**src/rtl/debounce_pkg.sv**
```systemverilog
// Shared constants and width helper for the multi-channel debouncer.
package debounce_pkg;

  localparam int DEB_STABLE_CNT = 10;
  localparam int DEB_SAMPLE_DIV = 1;

  // Counter width for a value, never below one bit.
  function automatic int width_of(input int value);
    return (value < 2) ? 1 : $clog2(value);
  endfunction

endpackage

```
**src/rtl/debounce_channel.sv**
```systemverilog
// One debounce lane: 2-flop synchroniser, tick-driven stability filter,
// rise/fall pulses and optional long-press detection.
module debounce_channel
  import debounce_pkg::*;
#(
  parameter int STABLE_CNT = DEB_STABLE_CNT,
  parameter int HOLD_CNT   = 0
) (
  input  logic clk,
  input  logic rst,
  input  logic tick,
  input  logic in,
  output logic out,
  output logic rise,
  output logic fall,
  output logic held,
  output logic held_pulse
);

  localparam int CW = width_of(STABLE_CNT);
  localparam logic [CW-1:0] CNT_LAST = CW'(STABLE_CNT - 1);

  logic          s0;
  logic          s1;
  logic [CW-1:0] cnt;

  always_ff @(posedge clk) begin
    if (rst) begin
      s0   <= 1'b0;
      s1   <= 1'b0;
      cnt  <= '0;
      out  <= 1'b0;
      rise <= 1'b0;
      fall <= 1'b0;
    end else begin
      s0   <= in;
      s1   <= s0;
      rise <= 1'b0;
      fall <= 1'b0;
      if (tick) begin
        // Any matching sample restarts qualification.
        if (s1 == out) begin
          cnt <= '0;
        end else if (cnt == CNT_LAST) begin
          out  <= s1;
          cnt  <= '0;
          rise <= s1;
          fall <= ~s1;
        end else begin
          cnt <= cnt + 1'b1;
        end
      end
    end
  end

  generate
    if (HOLD_CNT > 0) begin : g_hold
      localparam int HW = width_of(HOLD_CNT + 1);
      localparam logic [HW-1:0] HOLD_MAX  = HW'(HOLD_CNT);
      localparam logic [HW-1:0] HOLD_LAST = HW'(HOLD_CNT - 1);

      logic [HW-1:0] hcnt;
      logic          falling;

      assign falling = tick && out && !s1 && (cnt == CNT_LAST);

      always_ff @(posedge clk) begin
        if (rst) begin
          hcnt       <= '0;
          held       <= 1'b0;
          held_pulse <= 1'b0;
        end else begin
          held_pulse <= 1'b0;
          // The release edge clears hold state together with the fall pulse.
          if (falling) begin
            hcnt <= '0;
            held <= 1'b0;
          end else if (tick && out && (hcnt != HOLD_MAX)) begin
            hcnt <= hcnt + 1'b1;
            if (hcnt == HOLD_LAST) begin
              held       <= 1'b1;
              held_pulse <= 1'b1;
            end
          end
        end
      end
    end else begin : g_no_hold
      assign held       = 1'b0;
      assign held_pulse = 1'b0;
    end
  endgenerate

endmodule

```
**src/rtl/debounce_multi.sv**
```systemverilog
// N-channel debouncer: shared sample prescaler feeding independent
// debounce_channel lanes.
module debounce_multi
  import debounce_pkg::*;
#(
  parameter int N          = 4,
  parameter int SAMPLE_DIV = DEB_SAMPLE_DIV,
  parameter int STABLE_CNT = DEB_STABLE_CNT,
  parameter int HOLD_CNT   = 0
) (
  input  logic         clk,
  input  logic         rst,
  input  logic [N-1:0] in,
  output logic [N-1:0] out,
  output logic [N-1:0] rise,
  output logic [N-1:0] fall,
  output logic [N-1:0] held,
  output logic [N-1:0] held_pulse
);

  logic tick;

  generate
    if (SAMPLE_DIV > 1) begin : g_presc
      localparam int PW = width_of(SAMPLE_DIV);
      localparam logic [PW-1:0] P_LAST = PW'(SAMPLE_DIV - 1);

      logic [PW-1:0] pcnt;

      always_ff @(posedge clk) begin
        if (rst || (pcnt == P_LAST)) begin
          pcnt <= '0;
        end else begin
          pcnt <= pcnt + 1'b1;
        end
      end

      assign tick = (pcnt == P_LAST);
    end else begin : g_no_presc
      assign tick = 1'b1;
    end
  endgenerate

  for (genvar i = 0; i < N; i++) begin : g_ch
    debounce_channel #(
      .STABLE_CNT (STABLE_CNT),
      .HOLD_CNT   (HOLD_CNT)
    ) u_ch (
      .clk        (clk),
      .rst        (rst),
      .tick       (tick),
      .in         (in[i]),
      .out        (out[i]),
      .rise       (rise[i]),
      .fall       (fall[i]),
      .held       (held[i]),
      .held_pulse (held_pulse[i])
    );
  end

endmodule

```
**config.mk**
```make
export PLATFORM = sky130hd
export DESIGN_NAME = debounce_multi
export DESIGN_NICKNAME = d
export VERILOG_FILES = /design/src/rtl/debounce_pkg.sv /design/src/rtl/debounce_channel.sv /design/src/rtl/debounce_multi.sv
export SDC_FILE = /design/constraint.sdc
export NUM_CORES = 1
export LEC_CHECK = 0
export ABC_AREA = 0
export CORE_ASPECT_RATIO = 1.2
export CORE_MARGIN = 3
export CORE_UTILIZATION = 40
export CTS_BUF_LIST = sky130_fd_sc_hd__clkbuf_2 sky130_fd_sc_hd__clkbuf_4 sky130_fd_sc_hd__clkbuf_8
export CTS_CLUSTER_SIZE = 20
export DETAILED_ROUTE_END_ITERATION = 16
export PLACE_DENSITY_LB_ADDON = 0.08
export SLEW_MARGIN = 20
export SYNTH_ARGS = -nofsm -noshare
export SYNTH_HDL_FRONTEND = slang
export SYNTH_HIERARCHICAL = 1
export SYNTH_SLANG_ARGS = --single-unit
```
**constraint.sdc**
```tcl
create_clock -name clk -period 1.1 [get_ports clk]
set_input_delay 0.22 -clock clk [delete_from_list [all_inputs] [get_ports clk]]
set_output_delay 0.22 -clock clk [all_outputs]
set_load 0.02 [all_outputs]
```
== Yosys cells after proc, flatten, opt, wreduce, memory -nomap -nowiden ==
Cells that the tools add are included.

* Word-level logic and storage cells: 60
* Output and inout port bits: 20
* Bits of input ports: 6
* Register bits: 36

* Reduce and logical (&&, ||, !) cells: 12
* Add/sub/neg operators: 4
* Bitwise logic cells: 12
* Equality and inequality tests: 8

{| class="wikitable"
|+ Operators with widths
! cell !! number
|-
| OR reduction 3 bit || 8
|-
| adder 4 x 1 -> 4 bit (second input constant) || 4
|-
| equality test 4 bit (second input constant) || 4
|-
| NOT 1 bit || 12
|-
| AND reduction 2 bit || 4
|-
| equality test 1 bit || 4
|}

== Longest topological paths before layout ==
Gate-level depths: netlist of run 1.

* Depth in word-level cells: 3
* Mapped depth: 5
* Depth with buffers taken out: 5

== Modules after synthesis ==
The synthesis of run 1 kept the hierarchy.

{| class="wikitable"
|+ By module, submodules not included
! module !! seq. area each (um^2) !! cells each !! area each (um^2) !! times used
|-
| debounce_channel || 180.2 || 42 || 427.9 || 4
|-
| debounce_multi || 0.0 || 1 || 3.8 || 1
|}

== Worst setup path before layout of run 1 ==
No wires, ideal clock.

* Kind: reg-to-reg
* From: register g_ch[0].u_ch.out
* To: register g_ch[0].u_ch.cnt[3]
* Cell stages (with the launch flop): 4
* Setup time: 96 ps
* Arrival: 1115 ps
* Path buffers: 0
* Period minus slack after synthesis: 1211 ps
* Required time: 1004 ps
* Slack: -111 ps
* Path through: dfxtp_1 -> xor2_2 -> nand3_1 -> o41ai_2

* Cells in the longest elaborated chain, start to end: 2

{| class="wikitable"
|+ RTL lines
! item !! RTL line !! source
|-
| from (decl) || debounce_channel.sv:13 || <nowiki>output logic out,</nowiki>
|-
| from (signal assigned) || debounce_channel.sv:32 || <nowiki>out <= 1'b0;</nowiki>
|-
| from (signal assigned) || debounce_channel.sv:45 || <nowiki>out <= s1;</nowiki>
|-
| equality test 1 bit || debounce_channel.sv:42 || <nowiki>if (s1 == out) begin</nowiki>
|-
| OR reduction 3 bit (no source line) || - ||
|-
| to (signal assigned) || debounce_channel.sv:50 || <nowiki>cnt <= cnt + 1'b1;</nowiki>
|-
| to (decl) || debounce_channel.sv:25 || <nowiki>logic [CW-1:0] cnt;</nowiki>
|}

Every way passes these cells.
A chain may end at the register's enable or synchronous reset.

== Worst setup path in the final report of run 1 ==
* From: register g_ch[1].u_ch.cnt[1]
* To: register g_ch[1].u_ch.cnt[2]

* Cells in the longest elaborated chain, start to end: 2
* Elaborated cells between the ends (all ways): 3
* Classes of those cells: 1 x add/sub; 1 x eq/ne; 1 x reduce/logical

{| class="wikitable"
|+ RTL lines
! item !! RTL line
|-
| from (decl) || debounce_channel.sv:25
|-
| from (signal assigned) || debounce_channel.sv:50
|-
| parallel branches: the longest is 2 deep, another holds adder 4 x 1 -> 4 bit || -
|}

Parallel ways; which one is timed is not known.

==> run_results.csv, run 1 <==
group,metric,value,unit
status,outcome,"finished, violations left",
status,failed_checks,"setup timing",
synth,synthTopCellsByArea,"sky130_fd_sc_hd__dfxtp_1, sky130_fd_sc_hd__nand4b_1, sky130_fd_sc_hd__ha_1, sky130_fd_sc_hd__nand2b_1, sky130_fd_sc_hd__a41oi_1",
global_route,global_route.overflow_total,0,
clocking,tritoncts_num_sinks,36,
critical_path,worstPathArrival,1.34,ns
routing,firstDrtPassIters,4,
timing,period_utilization_post_route,104,%
synth,yosysTopAreaCell,"sky130_fd_sc_hd__dfxtp_1",
routing,remaining_drc_errors,0,
hold_path,hold_path.class,"register to register",
clocking,worst_skew_pair.late_latency,0.29,ns
timing,report.final.hold_viol_count,0,
clocking,clk_root_buffer_cell,"sky130_fd_sc_hd__clkbuf_8",
critical_path,worstSetupStartpointType,"register",
synth,synthDistinctLibCells,22,
cells_and_area,fin_cells,272,
timing,rsz_0062_raised_after_global_routing,"true",
cells_and_area,num_antenna_cells,0,
floorplan,die_h,77.7,um
cells_and_area,fillerInstances,351,
timing,worst_hold_margin,0.439,ns
floorplan,placement_rows,25,
routing,vias_per_cell,5.13,
floorplan,design.die.area,5110,sq um
floorplan,num_io_pins,26,
cells_and_area,register_area,758,sq um
global_route,grt_pass1_vias,1407,
placement,dp_worst_setup_slack,-0.308,ns
power_and_ir_drop,p_total,2.55,mW
cells_and_area,finish.net_count,231,
power_and_ir_drop,power.ir.vdd_worst,0.000817,V
placement,dp.final_hpwl,2.35,mm
synth,synth.ff_latch_count,36,
clocking,h-tree-depth,2,
synth,seq_area_frac_synth,42.0,%
timing,setup_viol,11,
hold_path,min_path_cells,1,
synth,synth_cells,169,
cells_and_area,multi_input_comb_area,1100,sq um
synth,syn_area_per_cell,10.2,sq um
placement,placedCellCount,261,
run,maxCapViolCount,0,
power_and_ir_drop,power_per_cell_area,1040,nW/um^2
critical_path,critical_path.endpoint_type,"register",
global_route,grt_max_degree,13,
synth,warnings_from_yosys,6,
floorplan,initial_core_util,42.5,%
critical_path,path_max_fanout,3,
clocking,numCtsBuffers,5,
clocking,cts.clk_slew.worst_paths,0.07,ns
power_and_ir_drop,p_leak,0.937,nW
routing,dr.first_iter.drc_count,48,
synth,post_synthesis_instance_area,1720,sq um
timing,final_period_minus_worst_setup_slack,1.14,ns
routing,wl_per_cell,13.2,um
global_route,antenna_found_initial,0,
routing,postRouteWirelength,3.58,mm
floorplan,placeableCoreArea,4040,sq um
critical_path,worst-r2r-cell-count,5,
critical_path,critical_path_class,"register to register",
timing,worst_slack,-0.0392,ns
floorplan,die_w,65.8,um
cells_and_area,area_growth_syn_to_layout,42.4,%
placement,place.gp.congestion,0.786,
routing,vias,1394,
timing,timing_limited_maximum_frequency,878,MHz
cells_and_area,drive_gt1_share,49.1,%
timing,report.final.slew_viol_count,0,
routing,route.antenna.remaining_nets,0,
critical_path,crit_required,1.30,ns
clocking,maximum_root_to_sink_buffer_count,2,
global_route,grt_first_pass_wirelength,5.90,mm
synth,yosysTopAreaCellShare,42.0,%
clocking,tritoncts_clock_tree,"done",
global_route,groute.usage.overall,14.5,%
placement,number_of_buffer_cells_added_on_primary_ports,17,
timing,setup_total_negative_slack,-0.227,ns
timing,timing.clock.skew,0.00184,ns
==> repair_timing <==
action                                  in CTS  in global routing
setup buffers                                3                  1
hold buffers                                 0                  0
pin swaps                                   23                 10
endpoints found under the setup margin      37                 35
resized for setup                           68                 30
==> final timing paths <==
path | to | slack (ns) | from
max | g_ch[1].u_ch/cnt[2] | -0.04 | g_ch[1].u_ch/cnt[1]
max reg2reg | g_ch[1].u_ch/cnt[2] | -0.04 | g_ch[1].u_ch/cnt[1]
min reg2reg | g_ch[3].u_ch/s1 | 0.44 | g_ch[3].u_ch/s0
min | g_ch[3].u_ch/s1 | 0.44 | g_ch[3].u_ch/s0
==> cells in the mapped netlist, drive strengths merged <==
cell type  instances
nor3b              4
xor2               4
conb               5
inv                8
nand2b            12
ha                 8
a41oi              8
o41ai              4
nand3              4
a311oi             4
nand4b            12
nor4b              8
nor2b              8
nand3b             4
dfxtp             36
a21oi              8
and3               4
buf               12
mux2i              4
clkbuf             4
nor2               8
==> kinds of logic (layout without fill, tap and decap cells) <==
kind of cell	Yosys count	count (layout)	share of synthesized area, %
adders and majority gates	8	8	5.84
DFF	36	36	42.0
xor gates and xnor gates	4	4	3.79
other	5	12	1.09
and+or+nand+nor	64	64	25.4
AOI/OAI and AO/OA	24	24	12.3
buffers and inverters	24	66	7.29
muxes	4	4	2.33
==> layout make-up <==
cell class | instances | area share (%)
clock buffer | 8 | 4.00
inverter | 8 | 1.23
multi-input combinational | 116 | 45.2
sequential | 36 | 31.0
tap | 54 | 2.77
timing repair buffer | 50 | 15.7
==> layout by cell type (no fill, tap or decap), drive strengths merged <==
cell,netlist,layout
a21oi,8,8
a311oi,4,4
a41oi,8,8
and3,4,4
buf,12,43
clkbuf,4,8
clkdlybuf4s15,0,2
clkdlybuf4s50,0,5
conb,5,12
dfxtp,36,36
ha,8,8
inv,8,8
mux2i,4,4
nand2b,12,12
nand3,4,4
nand3b,4,4
nand4b,12,12
nor2,8,8
nor2b,8,8
nor3b,4,4
nor4b,8,8
o41ai,4,4
xor2,4,4
==> worst max-delay path, stage by stage, from the launching register on <==
cell	delay, ns
sky130_fd_sc_hd__dfxtp_2	0.34
sky130_fd_sc_hd__inv_2	0.04
sky130_fd_sc_hd__ha_4	0.15
sky130_fd_sc_hd__nand3b_1	0.15
sky130_fd_sc_hd__a41oi_2	0.14
sky130_fd_sc_hd__a311oi_2	0.24
==> power by group <==
| group | switching [mW] | leakage (nW) | internal (mW) |
|---|---|---|---|
| logic | 0.120 | 0.583 | 0.0968 |
| registers | 0.0154 | 0.302 | 1.31 |
| clock network | 0.452 | 0.0523 | 0.560 |
==> layer usage <==
layer | share of wire, % | track usage [%] | vias to the layer above
met5 | 0 | 0 | -
met4 | 0.92 | 3.73 | 0
met3 | 4.2 | 4.92 | 4
met2 | 53 | 26.2 | 30
met1 | 41 | 15.8 | 674
li1 | - | - | 686
==> state kept, by name (all words and copies together) (netlist names) <==
register	cells
g_ch.u_ch/rise	4
g_ch.u_ch/s0	4
g_ch.u_ch/fall	4
g_ch.u_ch/s1	4
g_ch.u_ch/cnt	16
g_ch.u_ch/out	4
==> stage by stage <==
step / util (%) / area, sq um
final: 60.5 / 2440
after global routing: 60.5 / 2440
after CTS: 58.1 / 2350
after detailed placement: 52.8 / 2130
after global placement: 52.8 / 2130
after floorplan: - / 1760
Power figures use the tool's default switching activity.
==> inputs of run 2 (changes only) <==
--- a/config.mk
+++ b/config.mk
@@ -7,11 +7,11 @@
 export LEC_CHECK = 0
 export ABC_AREA = 0
 export CORE_ASPECT_RATIO = 1.2
-export CORE_MARGIN = 3
 export CORE_UTILIZATION = 40
 export CTS_BUF_LIST = sky130_fd_sc_hd__clkbuf_2 sky130_fd_sc_hd__clkbuf_4 sky130_fd_sc_hd__clkbuf_8
 export CTS_CLUSTER_SIZE = 20
 export DETAILED_ROUTE_END_ITERATION = 16
+export DONT_BUFFER_PORTS = 1
 export PLACE_DENSITY_LB_ADDON = 0.08
 export SLEW_MARGIN = 20
 export SYNTH_ARGS = -nofsm -noshare
==> run_results.csv, run 2 (same netlist as run 1, synthesis figures left out) <==
group,metric,value,unit
global_route,grt_pass1_vias,1247,
global_route,global_route.overflow_total,0,
power_and_ir_drop,switching_power,0.569,mW
critical_path,critical_path_buf_inv_count,1,
routing,firstDrtPassIters,4,
clocking,tritoncts_num_sinks,36,
timing,worst_hold_margin,-0.00270,ns
power_and_ir_drop,power_frac_comb,6.8,%
critical_path,critPathTopFamily,"flip-flops",
hold_path,min_delay_worst_endpoint,"g_ch[2].u_ch/out",
floorplan,num_io_pins,26,
critical_path,cpMaxStageDelayCell,"sky130_fd_sc_hd__dfxtp_2",
critical_path,worstReg2RegEnd,"g_ch[1].u_ch/cnt[3]",
status,failed_checks,"hold timing, setup timing",
critical_path,regToRegStartpoint,"g_ch[1].u_ch/cnt[1]",
hold_path,worstHoldStart,"rst",
cells_and_area,largest-register,"g_ch.u_ch/cnt",
cells_and_area,fillerInstances,356,
timing,setup_viol,14,
cells_and_area,most_common_library_cell_in_the_layout_ignoring_fill_and_taps,"sky130_fd_sc_hd__buf_4",
run,maxCapViolCount,0,
timing,report.final.hold_viol_count,2,
floorplan,design.die.area,4560,sq um
cells_and_area,num_antenna_cells,0,
timing,period_utilization_post_route,105,%
power_and_ir_drop,pwr-share-seq,53.1,%
critical_path,worst-r2r-cell-count,5,
cells_and_area,largest_register_ffs,16,
critical_path,critical_path.endpoint_type,"register",
timing,worst_slack,-0.0541,ns
floorplan,initial_core_util,42.5,%
routing,remaining_drc_errors,0,
routing,vias_per_cell,5.26,
clocking,worst_skew_pair.late_latency,0.28,ns
hold_path,hold_path.class,"input port to register",
routing,vias,1346,
power_and_ir_drop,power_per_cell_area,1040,nW/um^2
critical_path,worstSetupStartpointType,"register",
clocking,cts.clk_slew.worst_paths,0.07,ns
floorplan,placeableCoreArea,4040,sq um
global_route,groute.usage.overall,16.6,%
timing,setup_total_negative_slack,-0.341,ns
power_and_ir_drop,p_total,2.48,mW
global_route,grt_first_pass_wirelength,5.49,mm
timing,timing.clock.skew,0.00276,ns
power_and_ir_drop,switching_share,22.9,%
critical_path,timing.reg2reg.setup_slack,-0.05,ns
floorplan,die_w,61.8,um
global_route,grt_max_degree,45,
critical_path,crit_path_cell_trace,"inv_2 > ha_4 > nand3b_1 > nand3_2 > o41ai_2",
power_and_ir_drop,p_int,1.92,mW
status,outcome,"finished, violations left",
clocking,clk_root_buffer_cell,"sky130_fd_sc_hd__clkbuf_8",
cells_and_area,layout_common_cells,"sky130_fd_sc_hd__buf_4, sky130_fd_sc_hd__dfxtp_1, sky130_fd_sc_hd__conb_1, sky130_fd_sc_hd__nand4b_1, sky130_fd_sc_hd__nand2b_1",
power_and_ir_drop,power.ir.vdd_worst,0.000802,V
placement,number_of_buffer_cells_added_on_primary_ports,0,
cells_and_area,drive_gt1_share,45.5,%
cells_and_area,register_area,761,sq um
critical_path,worstPathArrival,1.34,ns
clocking,tritoncts_clock_tree,"done",
placement,place.gp.congestion,0.803,
critical_path,crit_required,1.29,ns
routing,route.antenna.remaining_nets,0,
cells_and_area,finish.net_count,215,
clocking,h-tree-depth,2,
placement,dp_worst_setup_slack,-0.102,ns
cells_and_area,final_area,2400,sq um
placement,dp.final_hpwl,2.17,mm
routing,postRouteWirelength,3.56,mm
critical_path,critical_path_startpoint,"g_ch[1].u_ch/cnt[1]",
routing,dr.first_iter.drc_count,59,
timing,final_period_minus_worst_setup_slack,1.15,ns
cells_and_area,area_growth_syn_to_layout,39.8,%
floorplan,die_h,73.7,um
clocking,maximum_root_to_sink_buffer_count,2,
floorplan,placement_rows,25,
cells_and_area,finish.utilization,59.4,%
critical_path,path_max_fanout,3,
global_route,antenna_found_initial,0,
timing,timing_limited_maximum_frequency,866,MHz
clocking,numCtsBuffers,5,
routing,wl_per_cell,13.9,um
power_and_ir_drop,clock_share_of_power,40.1,%
critical_path,max_stage_delay,0.33,ns
timing,report.final.slew_viol_count,0,
power_and_ir_drop,p_leak,0.875,nW
cells_and_area,multi_input_comb_area,1160,sq um
critical_path,critical_path_class,"register to register",
placement,placed_cell_area,1900,sq um
timing,rsz_0062_raised_after_global_routing,"true",
hold_path,min_path_cells,1,
## run 2: cell count changes in the layout (fill, tap and decap cells not counted), sizes merged
| cell | before | now |
|---|---|---|
| buf | 43 | 26 |
| dlygate4sd3 | 0 | 8 |
| clkdlybuf4s50 | 5 | 0 |
| clkdlybuf4s15 | 2 | 0 |
| clkbuf | 8 | 7 |
| clkinvlp | 0 | 1 |
## run 2: cell type report
| type | count | share of cell area (%) |
|---|---|---|
| clock buffers | 7 | 3.76 |
| clock inverters | 1 | 0.313 |
| inverters | 8 | 1.25 |
| multi-input cells | 116 | 48.3 |
| flip-flops and latches | 36 | 31.7 |
| well taps | 54 | 2.82 |
| repair buffers | 34 | 11.8 |
## run 2: worst register-to-register path, cell delays in order (launching register included)
cell,delay (ns)
sky130_fd_sc_hd__dfxtp_2,0.33
sky130_fd_sc_hd__inv_2,0.04
sky130_fd_sc_hd__ha_4,0.15
sky130_fd_sc_hd__nand3b_1,0.17
sky130_fd_sc_hd__nand3_2,0.10
sky130_fd_sc_hd__o41ai_2,0.28
## run 2: power groups by stage
stage,clock [mW],sequential [mW],combinational (mW)
5_1_grt,1.08,1.32,0.184
3_3_place_gp,0,1.35,0.108
6_report,0.996,1.32,0.168
2_1_floorplan,0,1.35,0.128
3_5_place_dp,0,1.35,0.110
4_1_cts,1.04,1.33,0.138
## run 2: what timing repair did
item,4_1_cts,5_1_grt
buffers inserted,3,1
pin swaps,18,17
setup endpoints to repair,26,27
hold buffers,7,1
hold endpoints to repair,25,23
resized for setup,29,28
## run 2: worst max path at each step
stage,to,cells after the start
finish,g_ch[1].u_ch/cnt[3],5
global route,g_ch[1].u_ch/out,5
CTS,g_ch[1].u_ch/cnt[3],5
detailed placement,g_ch[2].u_ch/fall,3
global placement,g_ch[1].u_ch/cnt[3],4
floorplan,g_ch[0].u_ch/cnt[3],5
## run 2: metrics by stage
stage               instances  hold slack, ns
floorplan                 176           0.348
global placement          236           0.288
detailed placement        236           0.291
CTS                       254         -0.0184
global route              256         -0.0197
finish                    256        -0.00270
## run 2: routing by layer
metal / global-route usage (%) / part of all wire [%] / vias up
met2: 28.2 / 52 / 32
met3: 5.99 / 4.5 / 5
met5: 0 / 0 / -
met1: 18.1 / 42 / 654
li1: - / - / 655
met4: 7.41 / 1.6 / 0
